===== config.mk =====
export PLATFORM = sky130hd
export DESIGN_NAME = multi_dataflow_out_buffer_flat
export DESIGN_NICKNAME = d
export VERILOG_FILES = /design/src/rtl/multi_dataflow_out_buffer_if.sv /design/src/rtl/multi_dataflow_out_buffer.sv /design/src/flat_wrapper.sv
export SDC_FILE = /design/constraint.sdc
export NUM_CORES = 1
export LEC_CHECK = 0
export ABC_AREA = 1
export BUFFER_PORTS_ARGS = -buffer_cell sky130_fd_sc_hd__buf_2
export CAP_MARGIN = 20
export CORE_AREA = 8 8 141 143
export DETAILED_ROUTE_END_ITERATION = 16
export DIE_AREA = 0 0 149 151
export PLACE_DENSITY = 0.76
export REMOVE_ABC_BUFFERS = 1
export SYNTH_ARGS = -nofsm -noshare
export SYNTH_HDL_FRONTEND = slang
export SYNTH_SLANG_ARGS = --single-unit
export TNS_END_PERCENT = 10

===== constraint.sdc =====
create_clock -name clk_i -period 5.1 [get_ports clk_i]
set_input_delay 0.765 -clock clk_i [delete_from_list [all_inputs] [get_ports clk_i]]
set_output_delay 0.765 -clock clk_i [all_outputs]
set_load 0.05 [all_outputs]

===== src/rtl/multi_dataflow_out_buffer_if.sv =====
// Valid/ready beat stream carrying data plus a byte strobe.
// The master drives valid/data/strb and the slave drives ready.
interface multi_dataflow_out_buffer_if #(
  parameter int DATA_WIDTH = 32
);
  logic                    valid;
  logic                    ready;
  logic [DATA_WIDTH-1:0]   data;
  logic [DATA_WIDTH/8-1:0] strb;

  modport master (output valid, output data, output strb, input ready);
  modport slave  (input valid, input data, input strb, output ready);
endinterface


===== src/rtl/multi_dataflow_out_buffer.sv =====
// Output buffer between a dataflow engine and the streamer sink.
// Counts a job of len beats through a small FIFO and pulses done_o once every beat has left.
module multi_dataflow_out_buffer #(
  parameter int DATA_WIDTH = 32,
  parameter int DEPTH      = 4
) (
  input  logic                          clk_i,
  input  logic                          rst_i,
  input  logic                          clear_i,
  input  logic                          start_i,
  input  logic [15:0]                   len_i,
  multi_dataflow_out_buffer_if.slave    in_i,
  multi_dataflow_out_buffer_if.master   out_o,
  output logic                          busy_o,
  output logic                          done_o,
  output logic [15:0]                   cnt_o
);

  localparam int AW = $clog2(DEPTH);
  localparam int SW = DATA_WIDTH / 8;
  localparam logic [AW:0] PTR_ONE = 1;

  typedef enum logic [1:0] {IDLE, RUN, DRAIN} state_e;

  state_e state_q, state_d;

  logic [15:0]           len_q, len_d;
  logic [15:0]           in_cnt_q, in_cnt_d;
  logic [15:0]           out_cnt_q, out_cnt_d;
  logic [AW:0]           wr_ptr_q, wr_ptr_d;
  logic [AW:0]           rd_ptr_q, rd_ptr_d;
  logic                  done_q, done_d;
  logic [DATA_WIDTH-1:0] data_mem_q [DEPTH];
  logic [SW-1:0]         strb_mem_q [DEPTH];

  logic flush;
  logic fifo_full;
  logic fifo_empty;
  logic in_ready;
  logic out_valid;
  logic push;
  logic pop;
  logic last_in;
  logic last_out;

  assign flush      = rst_i | clear_i;
  // Extra pointer MSB separates full (MSBs differ) from empty (pointers equal).
  assign fifo_empty = (wr_ptr_q == rd_ptr_q);
  assign fifo_full  = (wr_ptr_q[AW] != rd_ptr_q[AW]) &&
                      (wr_ptr_q[AW-1:0] == rd_ptr_q[AW-1:0]);

  assign push     = in_i.valid && in_ready;
  assign pop      = out_valid && out_o.ready;
  assign last_in  = push && ((in_cnt_q + 16'd1) == len_q);
  assign last_out = pop && ((out_cnt_q + 16'd1) == len_q);

  always_ff @(posedge clk_i) begin
    if (flush) begin
      state_q <= IDLE;
    end else begin
      state_q <= state_d;
    end
  end

  always_comb begin
    state_d = state_q;
    case (state_q)
      IDLE:    if (start_i && (len_i != 16'd0)) state_d = RUN;
      RUN:     if (last_in) state_d = DRAIN;
      DRAIN:   if (last_out) state_d = IDLE;
      default: state_d = IDLE;
    endcase
  end

  // Handshake outputs depend only on registered state, never on out_ready.
  always_comb begin
    busy_o    = (state_q != IDLE);
    in_ready  = (state_q == RUN) && !fifo_full && (in_cnt_q < len_q);
    out_valid = (state_q != IDLE) && !fifo_empty;
  end

  always_comb begin
    len_d     = len_q;
    in_cnt_d  = in_cnt_q;
    out_cnt_d = out_cnt_q;
    wr_ptr_d  = wr_ptr_q;
    rd_ptr_d  = rd_ptr_q;
    done_d    = 1'b0;

    if ((state_q == IDLE) && start_i) begin
      len_d     = len_i;
      in_cnt_d  = 16'd0;
      out_cnt_d = 16'd0;
      done_d    = (len_i == 16'd0);
    end

    if (push) begin
      wr_ptr_d = wr_ptr_q + PTR_ONE;
      in_cnt_d = in_cnt_q + 16'd1;
    end

    if (pop) begin
      rd_ptr_d = rd_ptr_q + PTR_ONE;
      if (out_cnt_q != len_q) begin
        out_cnt_d = out_cnt_q + 16'd1;
      end
    end

    if ((state_q == DRAIN) && last_out) begin
      done_d = 1'b1;
    end
  end

  always_ff @(posedge clk_i) begin
    if (flush) begin
      len_q     <= 16'd0;
      in_cnt_q  <= 16'd0;
      out_cnt_q <= 16'd0;
      wr_ptr_q  <= '0;
      rd_ptr_q  <= '0;
      done_q    <= 1'b0;
    end else begin
      len_q     <= len_d;
      in_cnt_q  <= in_cnt_d;
      out_cnt_q <= out_cnt_d;
      wr_ptr_q  <= wr_ptr_d;
      rd_ptr_q  <= rd_ptr_d;
      done_q    <= done_d;
    end
  end

  // Storage is not reset; the output mux below hides stale entries.
  always_ff @(posedge clk_i) begin
    if (push && !flush) begin
      data_mem_q[wr_ptr_q[AW-1:0]] <= in_i.data;
      strb_mem_q[wr_ptr_q[AW-1:0]] <= in_i.strb;
    end
  end

  assign in_i.ready  = in_ready;
  assign out_o.valid = out_valid;
  assign out_o.data  = out_valid ? data_mem_q[rd_ptr_q[AW-1:0]] : '0;
  assign out_o.strb  = out_valid ? strb_mem_q[rd_ptr_q[AW-1:0]] : '0;
  assign done_o      = done_q;
  assign cnt_o       = out_cnt_q;

endmodule


===== src/flat_wrapper.sv =====
// flat-port wrapper written by rule: the top's interface ports become plain ports
module multi_dataflow_out_buffer_flat 
#(
  parameter int DATA_WIDTH = 32,
  parameter int DEPTH      = 4
)
  (clk_i, rst_i, clear_i, start_i, len_i, busy_o, done_o, cnt_o, in_i_valid, in_i_data, in_i_strb, in_i_ready, out_o_valid, out_o_data, out_o_strb, out_o_ready);
  multi_dataflow_out_buffer_if #(.DATA_WIDTH(DATA_WIDTH)) in_i_i ();
  multi_dataflow_out_buffer_if #(.DATA_WIDTH(DATA_WIDTH)) out_o_i ();
  input  logic clk_i;
  input  logic rst_i;
  input  logic clear_i;
  input  logic start_i;
  input  logic [15:0] len_i;
  output logic busy_o;
  output logic done_o;
  output logic [15:0] cnt_o;
  input wire logic [$bits(in_i_i.valid)-1:0] in_i_valid;
  input wire logic [$bits(in_i_i.data)-1:0] in_i_data;
  input wire logic [$bits(in_i_i.strb)-1:0] in_i_strb;
  output wire logic [$bits(in_i_i.ready)-1:0] in_i_ready;
  output wire logic [$bits(out_o_i.valid)-1:0] out_o_valid;
  output wire logic [$bits(out_o_i.data)-1:0] out_o_data;
  output wire logic [$bits(out_o_i.strb)-1:0] out_o_strb;
  input wire logic [$bits(out_o_i.ready)-1:0] out_o_ready;
  assign in_i_i.valid = in_i_valid;
  assign in_i_i.data = in_i_data;
  assign in_i_i.strb = in_i_strb;
  assign in_i_ready = in_i_i.ready;
  assign out_o_valid = out_o_i.valid;
  assign out_o_data = out_o_i.data;
  assign out_o_strb = out_o_i.strb;
  assign out_o_i.ready = out_o_ready;
  multi_dataflow_out_buffer #(.DATA_WIDTH(DATA_WIDTH), .DEPTH(DEPTH)) u_core (.clk_i(clk_i), .rst_i(rst_i), .clear_i(clear_i), .start_i(start_i), .len_i(len_i), .in_i(in_i_i), .out_o(out_o_i), .busy_o(busy_o), .done_o(done_o), .cnt_o(cnt_o));
endmodule

==> metrics.md <==
| Metric | Value |
|---|---|
| Status | `completed` |
| Clk_skew | `approximately 17 ps` |
| DRT Pass-1 Iters | `5` |
| Critical Path RT | `between 4000 and 5000 ps` |
| Setup CP Type | `register to primary output` |
| Critical Path AT | `2770 ps` |
| Row count | `slightly below 50` |
| Remaining DRCs | `0` |
| Initial antenna violation count | `0` |
| All-layer global routing usage | `between 20% and 30%` |
| First-pass GRT wire length | `about 37 mm` |
| Routed wire length | `roughly 23 mm` |
| Worst skew pair latency | `around 500 ps` |
| VDD IR-drop max | `0.273 mV` |
| # port buffers | `approximately 110` |
| RSZ-0062 raised after global routing | `no` |
| Family with the most delay on the worst path | `buffers and inverters` |
| Share of layout cells above drive strength 1 | `17.8%` |
| CTS Buffer Depth | `3` |
| Clock sink count | `203` |
| Simple logic cell fraction of the synthesized area | `21.4%` |
| DR vias/cell | `around 5.5` |
| Layout Nets | `1237` |
| Die Ht | `151 microns` |
| TNS Setup | `0 ps` |
| Minimum clock period | `between 3000 and 4000 ps` |
| Seq cells post-synth | `203` |
| Worst Tran Pin Value | `849 ps` |
| Reg clk slew, reported paths | `60 ps` |
| Cell variety after synth | `41` |
| Area Overhead vs Synth | `15.9%` |
| # IOs | `114` |
| Post-synthesis mux area share | `0%` |
| LEAKAGE | `around 0.0044 uW` |
| Yosys top cell by area | `edfxtp_1` |
| Core ar. | `17700 sq um` |
| CP cell instances | `buf_4 > clkinv_1 > buf_4 > nor2_1 > o21ai_0 > a21oi_1 > buf_2` |
| Rel. slew slack | `43.3%` |
| Die Width | `149 microns` |
| R2R depth | `13` |
| Buffer and inverter count on the worst path | `4` |
| Diode count | `0` |
| Cell area after placement | `10500 sq um` |
| CP Depth | `7` |
| Resized cells post-CTS | `0` |
| Starting Density | `55.0%` |
| Worst Setup Start Kind | `register` |
| RR Endpoint | `u_core.data_mem_q[1][2]` |
| Largest net degree at the start of global routing | `between 70 and 80` |
| Hold WC Path Type | `primary input to register` |
| Die footprint | `~22000 sq um` |
| Final worst path period share | `69.3%` |
| Max incr delay on CP | `390 ps` |
| CTS root buf | `clkbuf_16` |
| Seq/Total Area, Yosys | `a little under three fifths` |
| Number of buffers created by CTS | `21` |
| H-tree levels | `1` |
| ANT nets after route | `0` |
| Worst Setup End Kind | `primary output` |
| Register-to-register setup slack | `2030 ps` |
| Post-synthesis adder-cell area fraction | `under 10%` |
| Drt wl/cell | `16.5 microns` |
| Reg2Reg Launch Point | `u_core.len_q[15]` |
| Vias in the first global route | `7458` |
| Slowest-stage cell, CP | `clkinv_1` |
| Worst-path fanout max | `37` |
| Final Cell Area | `11300 sq um` |
| Synth top area share | `44.5%` |
| Min Hold Slack | `488 ps` |
| Largest family of logic cells by synthesized area | `simple AND/OR/NAND/NOR gates` |
| Fin. max-slew vios | `0` |
| # hold bufs at CTS | `0` |
| Power density cells | `302 nW/um^2` |
| CP endpoint | `out_o_data[24]` |
| Setup bufs post-CTS | `0` |
| Worst Setup Slack, final | `roughly 1600 ps` |
| Routability cong. | `0.950` |
| Max_cap viols | `0` |
| Largest cells by area after synthesis | `edfxtp_1 (45%), dfxtp_1 (12%), nor2_1 (7.3%)` |
| Setup violators final | `0` |
| CTS tree | `done` |
| Total power | `~3400 uW` |
| Cells after synthesis | `1051` |
| DP Worst Slack | `between 1500 and 2000 ps` |
| Syn Area/Cell | `9.24 sq um` |
| GRT overflow | `0` |
| Final hold violations | `0` |
| DP Wirelength | `between 15 and 20 mm` |
| CP most frequent cell | `buf_4` |
| Post-Syn Area | `about 9700 sq um` |
| Initial DRC Count | `483` |
| Xor-xnor portion of the synthesized cell area | `3.32%` |
| Vias | `roughly 7600` |
| FMAX | `283 MHz` |
| Compound-Gate Fraction of Synth Area | `approximately 11%` |
| Ys Warns | `0` |
## worst register-to-register path: cells and delay by family, from the launching register on
family,cells,cell delay (ps)
flip-flops,1,370
AO/OA/AOI/OAI,1,130
adder cells (fa/ha/maj),1,320
AND/OR/NAND/NOR,8,1350
buffers and inverters,3,580
## kinds of logic (layout without fill, tap and decap cells)
logic type	Yosys count	in the layout
AO/OA/AOI/OAI	210	210
adder cells (fa/ha/maj)	23	23
AND/OR/NAND/NOR	466	466
XOR/XNOR	36	36
flip-flops	203	203
buffers and inverters	113	233
## cell usage after synthesis, drive strengths merged
library cell and number:
nand3b 2, a21oi 100, buf 15, nor2 202
a211oi 1, nor3 1, ha 23, nand2 161
o21ai 104, xnor2 13, or2 7, nor4 4
inv 68, clkinv 2, nand3 74, dfxtp 59
o21bai 2, clkbuf 28, xor2 23, o21a 1
o211ai 1, nand4 15, o22ai 1, edfxtp 144
## registers in the layout, summed over array words and instances (netlist names), named ones only
signal / cells
u_core.wr_ptr_q: 3
u_core.rd_ptr_q: 3
u_core.in_cnt_q: 16
u_core.strb_mem_q: 16
u_core.state_q: 2
u_core.done_o: 1
u_core.len_q: 16
u_core.data_mem_q: 128
u_core.cnt_o: 16
## worst min path at each step
stage                                           to  cells past startpoint          startpoint  slack [ps]
after floorplan                 u_core.wr_ptr_q[2]                      2  u_core.wr_ptr_q[2]         450
after global placement          u_core.wr_ptr_q[2]                      2  u_core.wr_ptr_q[2]         470
after detailed placement        u_core.wr_ptr_q[2]                      2  u_core.wr_ptr_q[2]         470
after CTS                 u_core.data_mem_q[0][14]                      1       in_i_data[14]         470
after global routing      u_core.data_mem_q[0][14]                      1       in_i_data[14]         470
final                     u_core.data_mem_q[0][14]                      1       in_i_data[14]         490
## cells in the final DEF (no fill, tap or decap), types with 6 or more instances in the layout
master	Yosys	layout
nand4_1	14	14
o21ai_0	100	100
xnor2_1	13	13
buf_2	4	113
nand2_2	6	7
nor2_4	7	11
nor2_1	188	183
inv_2	11	11
a21oi_1	99	99
clkbuf_16	0	21
clkinv_1	2	7
dfxtp_1	59	58
nand3_1	72	72
buf_4	1	7
ha_1	23	23
xor2_1	22	22
inv_1	57	57
clkinv_2	0	6
nand2_1	151	150
edfxtp_1	144	144
nor2_2	5	6
## cell type report
| type | instances | area, sq um |
|---|---|---|
| flip-flops and latches | 203 | 5510 |
| multi-input cells | 735 | 3800 |
| repair buffers | 125 | 741 |
| clock buffers | 22 | 529 |
| inverters | 70 | 263 |
| fillers | 1429 | 6400 |
| well taps | 229 | 287 |
| clock inverters | 16 | 135 |
## layer usage
metal | track usage (%) | up-vias | share of wire, %
met4 | 8.53 | 0 | 3.0
met1 | 24.6 | 3558 | 41
met3 | 3.35 | 45 | 7.1
met2 | 35.5 | 260 | 49
li1 | - | 3784 | -
met5 | 0 | - | 0
## stage by stage
| stage | instances | utilization (%) |
|---|---|---|
| 6_report | 1400 | 63.8 |
| 5_1_grt | 1400 | 63.8 |
| 4_1_cts | 1396 | 63.2 |
| 3_5_place_dp | 1358 | 59.4 |
| 3_3_place_gp | 1357 | 59.3 |
| 2_1_floorplan | 1008 | - |
## where the power goes
| group | leakage (uW) | switching (uW) | internal (uW) |
|---|---|---|---|
| Sequential | 0.00177 | 7.24 | 1770 |
| Combinational | 0.00233 | 97.9 | 49.3 |
| Clock | 0.000332 | 616 | 857 |
(Power assumes the default switching activity.)
